--- src/rtl/fir_i2s_tx.sv ---
// fir_i2s_tx: buffers mono FIR samples and serializes each into both slots of a Philips I2S frame.
module fir_i2s_tx #(
   parameter int WIDTH_data = 24,
   parameter int SLOT_BITS  = 32,
   parameter int SCLK_DIV   = 4
) (
   input  logic                  clk,
   input  logic                  reset,
   input  logic [WIDTH_data-1:0] sample_in,
   input  logic                  sample_valid,
   output logic                  sample_ready,
   output logic                  sclk,
   output logic                  lrclk,
   output logic                  sd,
   output logic                  underrun
);
   localparam int BW = $clog2(2*SLOT_BITS);
   localparam int DW = SCLK_DIV > 1 ? $clog2(SCLK_DIV) : 1;
   logic [DW-1:0]         div_cnt_q;
   logic [BW-1:0]         bit_cnt_q, bit_cnt_d;
   logic                  sclk_q, lrclk_q, lrclk_d, sd_q, sd_d, underrun_q, buf_full_q;
   logic [WIDTH_data-1:0] buf_q, frame_q, frame_d, sh_q, sh_d, src;
   logic                  tick, fall, wrap, load;
   always_comb begin
      tick      = div_cnt_q == DW'(SCLK_DIV-1);
      fall      = tick && sclk_q;
      wrap      = bit_cnt_q == BW'(2*SLOT_BITS-1);
      load      = fall && wrap;
      bit_cnt_d = wrap ? '0 : bit_cnt_q + 1'b1;
      frame_d   = load ? (buf_full_q ? buf_q : '0) : frame_q;
      // each slot restarts the shifter from the frame; once emptied it shifts out the zero padding
      src       = (bit_cnt_d == '0 || bit_cnt_d == BW'(SLOT_BITS)) ? frame_d : sh_q;
      sh_d      = src << 1;
      sd_d      = src[WIDTH_data-1];
      lrclk_d   = bit_cnt_d >= BW'(SLOT_BITS-1) && bit_cnt_d <= BW'(2*SLOT_BITS-2);
   end
   always_ff @(posedge clk) begin
      if (reset) begin
         div_cnt_q  <= '0;
         bit_cnt_q  <= BW'(2*SLOT_BITS-1);
         sclk_q     <= 1'b0;
         lrclk_q    <= 1'b0;
         sd_q       <= 1'b0;
         underrun_q <= 1'b0;
         buf_full_q <= 1'b0;
         buf_q      <= '0;
         frame_q    <= '0;
         sh_q       <= '0;
      end else begin
         div_cnt_q  <= tick ? '0 : div_cnt_q + 1'b1;
         underrun_q <= load && !buf_full_q;
         frame_q    <= frame_d;
         if (tick) sclk_q <= ~sclk_q;
         if (fall) begin
            bit_cnt_q <= bit_cnt_d;
            lrclk_q   <= lrclk_d;
            sd_q      <= sd_d;
            sh_q      <= sh_d;
         end
         if (load && buf_full_q) buf_full_q <= 1'b0;
         else if (sample_valid && !buf_full_q) begin
            buf_full_q <= 1'b1;
            buf_q      <= sample_in;
         end
      end
   end
   assign sample_ready = ~buf_full_q;
   assign sclk         = sclk_q;
   assign lrclk        = lrclk_q;
   assign sd           = sd_q;
   assign underrun     = underrun_q;
endmodule

--- config.mk ---
export PLATFORM = sky130hd
export DESIGN_NAME = fir_i2s_tx
export DESIGN_NICKNAME = d
export VERILOG_FILES = /design/src/rtl/fir_i2s_tx.sv
export SDC_FILE = /design/constraint.sdc
export NUM_CORES = 1
export LEC_CHECK = 0
export CAP_MARGIN = 20
export CELL_PAD_IN_SITES_DETAIL_PLACEMENT = 1
export CELL_PAD_IN_SITES_GLOBAL_PLACEMENT = 2
export CORE_MARGIN = 1.5
export CORE_UTILIZATION = 37
export DETAILED_ROUTE_END_ITERATION = 8
export PLACE_DENSITY_LB_ADDON = 0.1
export SLEW_MARGIN = 30
export SYNTH_ARGS = -nofsm -noshare
export SYNTH_HDL_FRONTEND = slang
export SYNTH_SLANG_ARGS = --single-unit
--- constraint.sdc ---
create_clock -name clk -period 4.9 [get_ports clk]
set_input_delay 0.98 -clock clk [delete_from_list [all_inputs] [get_ports clk]]
set_output_delay 0.98 -clock clk [all_outputs]
set_load 0.01 [all_outputs]
==> flow_summary_export.csv, run 1 <==
group,metric,value,unit
status,outcome,"finished, final reports clean",
finish,final_cells,530,
worst_setup_path,path_buf_inv,2,
yosys,synth-simple-area-share,18.6,%
timing,holdWs,0.429,ns
worst_setup_path,cpPeakStageDelay,0.95,ns
power_and_ir_drop,power_leakage,1.44,nW
worst_setup_path,cp_top_family,"flip-flops",
route,wl,8230,µm
yosys,syn-cell-area,3460,µm²
die,die_w,99.7,µm
route,route.detailed.vias_per_inst,5.38,
route,wl_per_cell,15.5,µm
yosys,ys_async_sr_fraction,0,%
worst_setup_path,start_kind,"flop",
worst_setup_path,worstPathMaxFanout,28,
timing,period_minus_slack,2.94,ns
clocking,holdBufCountCts,0,
worst_setup_path,r2r_slack,2.28,ns
yosys,yosysWarnings,0,
global_route,grt_pass1_wl,13700,µm
hold_path,hp-class,"flop to flop",
clocking,post_cts_buffers,0,
timing,hold_viol,0,
finish,nNetsFinal,447,
placed_design,post-place-cells,515,
route,drc,0,
yosys,ys_seq_elements,84,
yosys,synth.area.mux_share,0,%
yosys,synth_top_family_by_area,"compound AO/OA/AOI/OAI gates",
finish,final_core_util,43.3,%
finish,layout_common_cells,"84 x dfxtp_1, 80 x nand2_1, 52 x a21oi_1",
global_route,antenna_found_initial,0,
timing,skew,0.0107,ns
finish,final_common_cell,"dfxtp_1",
yosys,synth_ff_type,"dfxtp_1",
clocking,cts_tree,"yes",
power_and_ir_drop,fin_total_pwr,1.29,mW
die,initial_core_util,37.8,%
placed_design,place_congestion,0.683,
clocking,clkLatencyLatePin,0.36,ns
finish,num_antenna_cells,0,
yosys,synthXorXnorAreaFrac,1.27,%
route,antenna_left,0,
die,fp.dieH,99.7,µm
finish,drive_above_1_share,6.21,%
hold_path,min-delay-start,"div_cnt_q[0]",
worst_setup_path,startpoint,"buf_full_q",
die,core_area,9150,µm²
yosys,avgSynthCellArea,8.54,µm²
yosys,synth_compound_area_share,24.6,%
route,first_iter_violations,112,
global_route,grt_max_degree,60,
clocking,cts-resized-gates,0,
clocking,path_clk_slew,0.09,ns
die,io_pins,32,
yosys,yosysSeqAreaShare,48.6,%
clocking,clkSinkCount,84,
worst_setup_path,worstPathRequired,3.92,ns
finish,area_delta_synth_final,14.8,%
timing,slew_violations,0,
power_and_ir_drop,irDropWorstVdd,0.117,mV
power_and_ir_drop,power_density,325,nW/µm²
flow_run,max_cap_violations,0,
worst_setup_path,endpoint_kind,"primary output",
clocking,clockBufferDepth,2,
timing,period_share,60.0,%
yosys,ys_types,40,
worst_setup_path,critPathSlowestCell,"dfxtp_1",
worst_setup_path,crit_type,"flop to primary output",
timing,fin_setup_tns,0,ns
placed_design,port_buffers,31,
route,first_pass_iters,4,
placed_design,hpwl,5200,µm
timing,max_slew_margin,37.2,%
clocking,htree_levels,3,
clocking,cts_made_buffers,9,
worst_setup_path,path_cells,"inv_1 > clkdlybuf4s50_1",
timing,max_freq,340,MHz
timing,worst_pin_slew,0.940,ns
global_route,grt_pass1_vias,2860,
global_route,grt_use_total,17.6,%
route,vias,2849,
timing,rsz0062_at_grt,"false",
global_route,grt_overflow,0,
worst_setup_path,r2r_start,"bit_cnt_q[0]",
worst_setup_path,worst_ep_arrival_time,1.96,ns
timing,setup_viol,0,
die,rows,35,
yosys,synth_edf_count,0,
yosys,synth.net_count,437,
yosys,syn_inst,405,
die,die_area,9930,µm²
clocking,cts_root_buf,"clkbuf_8",
yosys,synthAdderAreaFrac,1.81,%
[metal layers]
layer	part of all wire [%]	track usage, %
met1	52	23.6
met2	44	27.8
met4	1.4	5.42
met3	3.0	4.50
met5	0	0
[flip-flops by register name, indices dropped and copies added, names as in the netlist]
name and flops:
sd 1, buf_full_q 1, div_cnt_q 2, frame_q 24, sclk 1, underrun 1, lrclk 1, bit_cnt_q 6
sh_q 23, buf_q 24
[final timing paths]
path,end,cells after the start
setup / recovery,sample_ready,2
hold reg to reg,div_cnt_q[0],1
hold / removal,div_cnt_q[0],1
setup reg to reg,sd,6
[synth_stat cells, types with 6 or more instances]
cell type   n  share of area (%)
a21oi_1    52                7.5
nand2_1    80                8.7
clkbuf_1   22                2.4
nand3_1    22                3.2
a21o_1     16                3.5
nor2_1      8               0.87
o21ai_0     6               0.87
buf_2       9                1.3
o21ai_1    16                2.3
o31ai_1     6                1.3
and3_1     11                2.0
a32oi_1    21                5.3
inv_1       6               0.65
dfxtp_1    84                 49
[metrics by stage]
step	area, µm²	worst slack, ns
6_report	3970	1.96
3_3_place_gp	3780	1.78
3_5_place_dp	3780	1.73
4_1_cts	3970	1.91
5_1_grt	3970	1.82
2_1_floorplan	3460	2.88
[cells by family (layout without fill, tap and decap cells)]
logic type	count (synthesis)	in the layout
buffers and inverters	41	55
and+or+nand+nor	141	141
DFF	84	84
adders and majority gates	5	5
AOI/OAI and AO/OA	129	129
xor gates and xnor gates	5	5
[power by group]
group	internal, mW	switching, mW	total, mW
clock	0.247	0.245	0.492
combinational	0.0362	0.0466	0.0828
sequential	0.698	0.0152	0.713
total	0.982	0.307	1.29
[area by class of cell]
| cell class | instances | area [µm²] |
|---|---|---|
| sequential | 84 | 1680 |
| clock buffer | 11 | 141 |
| inverter | 6 | 22.5 |
| timing repair buffer | 34 | 328 |
| fill | 1084 | 5180 |
| clock inverter | 4 | 48.8 |
| tap | 111 | 139 |
| multi-input combinational | 280 | 1610 |
(Power assumes the default switching activity.)
==> run 2: changes to the inputs <==
--- a/config.mk
+++ b/config.mk
@@ -9,7 +9,7 @@
 export CELL_PAD_IN_SITES_DETAIL_PLACEMENT = 1
 export CELL_PAD_IN_SITES_GLOBAL_PLACEMENT = 2
 export CORE_MARGIN = 1.5
-export CORE_UTILIZATION = 37
+export CORE_UTILIZATION = 31
 export DETAILED_ROUTE_END_ITERATION = 8
 export PLACE_DENSITY_LB_ADDON = 0.1
 export SLEW_MARGIN = 30
==> constraint.sdc (replaced) <==
create_clock -name clk -period 2.61 [get_ports clk]
set_input_delay 0.522 -clock clk [delete_from_list [all_inputs] [get_ports clk]]
set_output_delay 0.522 -clock clk [all_outputs]
set_load 0.01 [all_outputs]
==> run 2 against run 1 <==
Setup slack got worse by 1.7 ns. Total power is 87% higher. Critical path depth increased by 5. Clock skew fell by 0.0025 ns. Combinational power grew 110%. Final area grew 2.8%. Sequential share of layout area is 1.1 points lower. Wire length grew 10%. Register-to-register slack worse by 2.1 ns. Critical path type is now flop to flop. Critical endpoint is now sh_q[5].
==> flow_summary_export.csv, run 2 (synthesis results as in run 1) <==
group,metric,value,unit
route,first_pass_iters,4,
power_and_ir_drop,irDropWorstVdd,0.270,mV
worst_setup_path,critPathSlowestCell,"a2111oi_4",
worst_setup_path,r2r_slack,0.22,ns
placed_design,port_buffers,31,
finish,layout_common_cells,"84 x dfxtp_1, 80 x nand2_1, 52 x a21oi_1",
worst_setup_path,rr_endpoint,"sh_q[5]",
timing,period_minus_slack,2.39,ns
route,vias,2934,
finish,nNetsFinal,458,
global_route,grt_pass1_wl,15000,µm
clocking,clockBufferDepth,2,
timing,fin_setup_tns,0,ns
power_and_ir_drop,fin_total_pwr,2.40,mW
clocking,cts-resized-gates,0,
timing,hold_viol,0,
clocking,cts_tree,"yes",
placed_design,post-place-cells,555,
route,first_iter_violations,157,
die,die_w,109,µm
die,rows,38,
worst_setup_path,r2r_start,"bit_cnt_q[0]",
flow_run,max_cap_violations,0,
power_and_ir_drop,power_leakage,1.49,nW
die,io_pins,32,
global_route,grt_max_degree,32,
route,wl,9060,µm
placed_design,place_congestion,0.745,
finish,area_delta_synth_final,18.0,%
power_and_ir_drop,power_density,590,nW/µm²
finish,ff_latch_area,1680,µm²
hold_path,hp-class,"flop to flop",
die,fp.dieH,109,µm
route,route.detailed.vias_per_inst,5.14,
die,core_area,10800,µm²
clocking,cts_root_buf,"clkbuf_8",
clocking,htree_levels,3,
finish,top_regs,"buf_q x24, frame_q x24, sh_q x23",
placed_design,place_area,3890,µm²
clocking,clkSinkCount,84,
route,drc,0,
worst_setup_path,cpPeakStageDelay,0.51,ns
route,wl_per_cell,15.9,µm
finish,final_common_cell,"dfxtp_1",
worst_setup_path,crit_type,"flop to flop",
status,outcome,"finished, final reports clean",
worst_setup_path,r2r_cells,7,
hold_path,min-delay-start,"div_cnt_q[0]",
worst_setup_path,path_cells,"ha_1 > a32oi_1 > a2111oi_4 > nand2_2 > buf_4 > a211o_1 > nand3_1",
finish,drive_above_1_share,8.12,%
clocking,post_cts_buffers,0,
clocking,cts_made_buffers,9,
worst_setup_path,crit_path_end,"sh_q[5]",
finish,multi_input_area,1610,µm²
finish,final_cells,571,
route,antenna_left,0,
global_route,grt_overflow,0,
clocking,holdBufCountCts,0,
worst_setup_path,start_kind,"flop",
clocking,path_clk_slew,0.08,ns
worst_setup_path,worst_ep_arrival_time,2.71,ns
global_route,grt_use_total,16.9,%
timing,period_share,91.8,%
worst_setup_path,worstPathMaxFanout,31,
global_route,antenna_found_initial,0,
timing,skew,0.00823,ns
die,initial_core_util,31.9,%
global_route,grt_pass1_vias,2861,
clocking,clkLatencyLatePin,0.37,ns
timing,max_freq,418,MHz
timing,setup_viol,0,
die,die_area,11800,µm²
finish,final_area,4080,µm²
finish,num_antenna_cells,0,
worst_setup_path,startpoint,"bit_cnt_q[0]",
worst_setup_path,endpoint_kind,"flop",
worst_setup_path,worstPathRequired,2.92,ns
timing,max_slew_margin,58.1,%
placed_design,hpwl,5980,µm
timing,slew_violations,0,
timing,worst_pin_slew,0.626,ns
finish,fillers,1317,
timing,rsz0062_at_grt,"false",
[run 2: changes by cell type in the layout (fill, tap and decap cells not counted), sizes merged]
cell and change:
clkbuf +4, bufinv -1, buf +11, clkinv -2
[run 2: through the flow]
stage,utilization [%],hold slack (ns),worst slack [ns]
finish,37.6,0.431,0.215
global route,37.6,0.450,0.00967
CTS,37.5,0.436,0.198
detailed placement,35.9,0.424,0.229
global placement,35.9,0.414,0.325
floorplan,-,0.404,0.585
[run 2: per-layer routing]
layer	track usage, %	vias to the layer above	part of all wire [%]
li1	-	1477	-
met1	23.4	1408	53
met2	24.9	37	42
met3	4.04	12	3.0
met4	7.33	0	1.9
met5	0	-	0
[run 2: final cells by class]
type / instances / area share [%]
sequential: 84 / 41.2
multi-input combinational: 280 / 39.4
timing repair buffer: 45 / 10.1
clock buffer: 15 / 4.33
tap: 140 / 4.30
inverter: 6 / 0.552
clock inverter: 1 / 0.123
[run 2: critical path, delay by kind of cell, from the launching register on]
| family | cells | cell delay [ns] |
|---|---|---|
| simple gates | 2 | 0.15 |
| compound gates | 3 | 1.03 |
| fa+ha+maj | 1 | 0.39 |
| flops | 1 | 0.50 |
| buf+inv | 1 | 0.25 |
[run 2: worst min-delay path by stage]
stage | depth (start not counted) | endpoint | slack [ns]
CTS | 1 | div_cnt_q[0] | 0.44
finish | 1 | div_cnt_q[0] | 0.43
global placement | 1 | div_cnt_q[0] | 0.41
detailed placement | 1 | div_cnt_q[0] | 0.42
floorplan | 1 | div_cnt_q[0] | 0.40
global route | 1 | div_cnt_q[0] | 0.45
[run 2: report_power, final]
| part | internal [mW] | leakage [nW] | switching, mW |
|---|---|---|---|
| Clock | 0.425 | 0.0937 | 0.475 |
| Combinational | 0.0764 | 0.710 | 0.101 |
| Sequential | 1.31 | 0.681 | 0.0171 |
| Total | 1.81 | 1.49 | 0.593 |
==> run 3: changes to the inputs <==
--- a/config.mk
+++ b/config.mk
@@ -9,8 +9,10 @@
 export CELL_PAD_IN_SITES_DETAIL_PLACEMENT = 1
 export CELL_PAD_IN_SITES_GLOBAL_PLACEMENT = 2
 export CORE_MARGIN = 1.5
-export CORE_UTILIZATION = 31
+export CORE_UTILIZATION = 34
+export CTS_CLUSTER_SIZE = 12
 export DETAILED_ROUTE_END_ITERATION = 8
+export DONT_BUFFER_PORTS = 1
 export PLACE_DENSITY_LB_ADDON = 0.1
 export SLEW_MARGIN = 30
 export SYNTH_ARGS = -nofsm -noshare
==> run 3 against run 2 <==
Via count shrank 5.1%. Critical path depth is the same. Global-route usage shrank 0.21 points. Largest cell class unchanged.
==> flow_summary_export.csv, run 3 (synthesis results as in run 1) <==
group,metric,value,unit
die,fp.dieH,104,µm
timing,hold_viol,0,
finish,nNetsFinal,421,
finish,drive_above_1_share,7.40,%
worst_setup_path,critPathSlowestCell,"a2111oi_4",
route,route.detailed.vias_per_inst,5.30,
route,first_iter_violations,64,
timing,fin_setup_tns,0,ns
route,wl_per_cell,16.3,µm
worst_setup_path,crit_cells,7,
timing,max_slew_margin,45.4,%
worst_setup_path,worst_ep_arrival_time,2.61,ns
placed_design,hpwl,5430,µm
finish,area_delta_synth_final,7.89,%
placed_design,port_buffers,0,
status,outcome,"finished, final reports clean",
worst_setup_path,worstPathRequired,2.90,ns
timing,period_share,89.0,%
worst_setup_path,cp_top_family,"compound AO/OA/AOI/OAI gates",
worst_setup_path,startpoint,"bit_cnt_q[0]",
timing,period_minus_slack,2.32,ns
timing,slew_violations,0,
clocking,htree_levels,3,
die,rows,36,
die,io_pins,32,
hold_path,hp-class,"input pin to flop",
route,drc,0,
worst_setup_path,path_cells,"ha_2 > a32oi_1 > a2111oi_4 > nand2_2 > buf_4 > a211o_1 > nand3_1",
clocking,cts_made_buffers,9,
finish,layout_common_cells,"84 x dfxtp_1, 80 x nand2_1, 52 x a21oi_1",
timing,worst_pin_slew,0.817,ns
global_route,antenna_found_initial,0,
timing,holdWs,0.227,ns
global_route,grt_pass1_wl,14400,µm
clocking,cts_root_buf,"clkbuf_8",
die,die_area,10800,µm²
worst_setup_path,cpPeakStageDelay,0.51,ns
route,antenna_left,0,
route,wl,8550,µm
finish,top_regs,"buf_q x24, frame_q x24, sh_q x23",
global_route,grt_max_degree,61,
finish,num_antenna_cells,0,
clocking,cts-resized-gates,0,
clocking,path_clk_slew,0.09,ns
clocking,clkLatencyLatePin,0.35,ns
die,core_area,9820,µm²
worst_setup_path,r2r_cells,7,
clocking,clkSinkCount,84,
hold_path,min-delay-start,"reset",
timing,skew,0.0140,ns
clocking,post_cts_buffers,0,
clocking,cts_tree,"yes",
hold_path,hold_depth,1,
worst_setup_path,endpoint_kind,"flop",
die,initial_core_util,35.2,%
placed_design,place_congestion,0.762,
worst_setup_path,r2r_start,"bit_cnt_q[0]",
route,first_pass_iters,5,
worst_setup_path,worstPathMaxFanout,31,
timing,max_freq,430,MHz
global_route,grt_overflow,0,
power_and_ir_drop,power_leakage,1.34,nW
finish,final_common_cell,"dfxtp_1",
clocking,clockBufferDepth,2,
worst_setup_path,crit_type,"flop to flop",
global_route,grt_pass1_vias,2824,
route,vias,2785,
finish,fillers,1203,
power_and_ir_drop,irDropWorstVdd,0.215,mV
global_route,grt_use_total,16.7,%
flow_run,max_cap_violations,0,
clocking,holdBufCountCts,0,
placed_design,dpl_worst_slack,0.231,ns
timing,rsz0062_at_grt,"false",
timing,final.setup.worst_slack,0.286,ns
power_and_ir_drop,power_density,636,nW/µm²
worst_setup_path,start_kind,"flop",
die,die_w,104,µm
worst_setup_path,path_buf_inv,1,
timing,setup_viol,0,
-- run 3: changes by cell type in the layout (fill, tap and decap cells not counted), sizes merged --
| cell | before | now |
|---|---|---|
| clkbuf | 15 | 12 |
| buf | 15 | 8 |
| clkdlybuf4s50 | 30 | 0 |
| bufinv | 0 | 1 |
-- run 3: cell type report --
class	instances	area [µm²]	area share (%)
Tap cell	133	166	4.46
Multi-Input combinational cell	280	1610	43.1
Clock inverter	2	35.0	0.939
Sequential cell	84	1680	45.1
Clock buffer	12	155	4.16
Timing Repair Buffer	8	60.1	1.61
Inverter	6	22.5	0.604
-- run 3: worst paths after layout --
check | slack (ns) | endpoint
hold reg to reg | 0.43 | div_cnt_q[0]
setup reg to reg | 0.29 | sh_q[7]
setup / recovery | 0.29 | sh_q[7]
hold / removal | 0.23 | sclk
-- run 3: routing by layer --
metal | vias up | track usage [%] | routed length [µm]
li1 | 1405 | - | -
met1 | 1333 | 24.4 | 4520
met2 | 37 | 24.4 | 3680
met3 | 10 | 2.52 | 224
met4 | 0 | 6.85 | 132
met5 | - | 0 | 0
-- run 3: stage by stage --
| stage | power, mW | util, % | instance area, µm² | cells |
|---|---|---|---|---|
| 2_1_floorplan | 1.45 | - | 3460 | 405 |
| 3_3_place_gp | 1.47 | 35.9 | 3530 | 511 |
| 3_5_place_dp | 1.47 | 35.9 | 3530 | 511 |
| 4_1_cts | 2.40 | 37.9 | 3720 | 525 |
| 5_1_grt | 2.48 | 38.0 | 3730 | 525 |
| 6_report | 2.37 | 38.0 | 3730 | 525 |
-- run 3: where the power goes --
part / switching, mW / internal, mW / total, mW / leakage, nW
Combinational: 0.0777 / 0.0347 / 0.112 / 0.563
Sequential: 0.0168 / 1.31 / 1.33 / 0.681
Clock: 0.449 / 0.484 / 0.932 / 0.0983
Total: 0.543 / 1.83 / 2.37 / 1.34
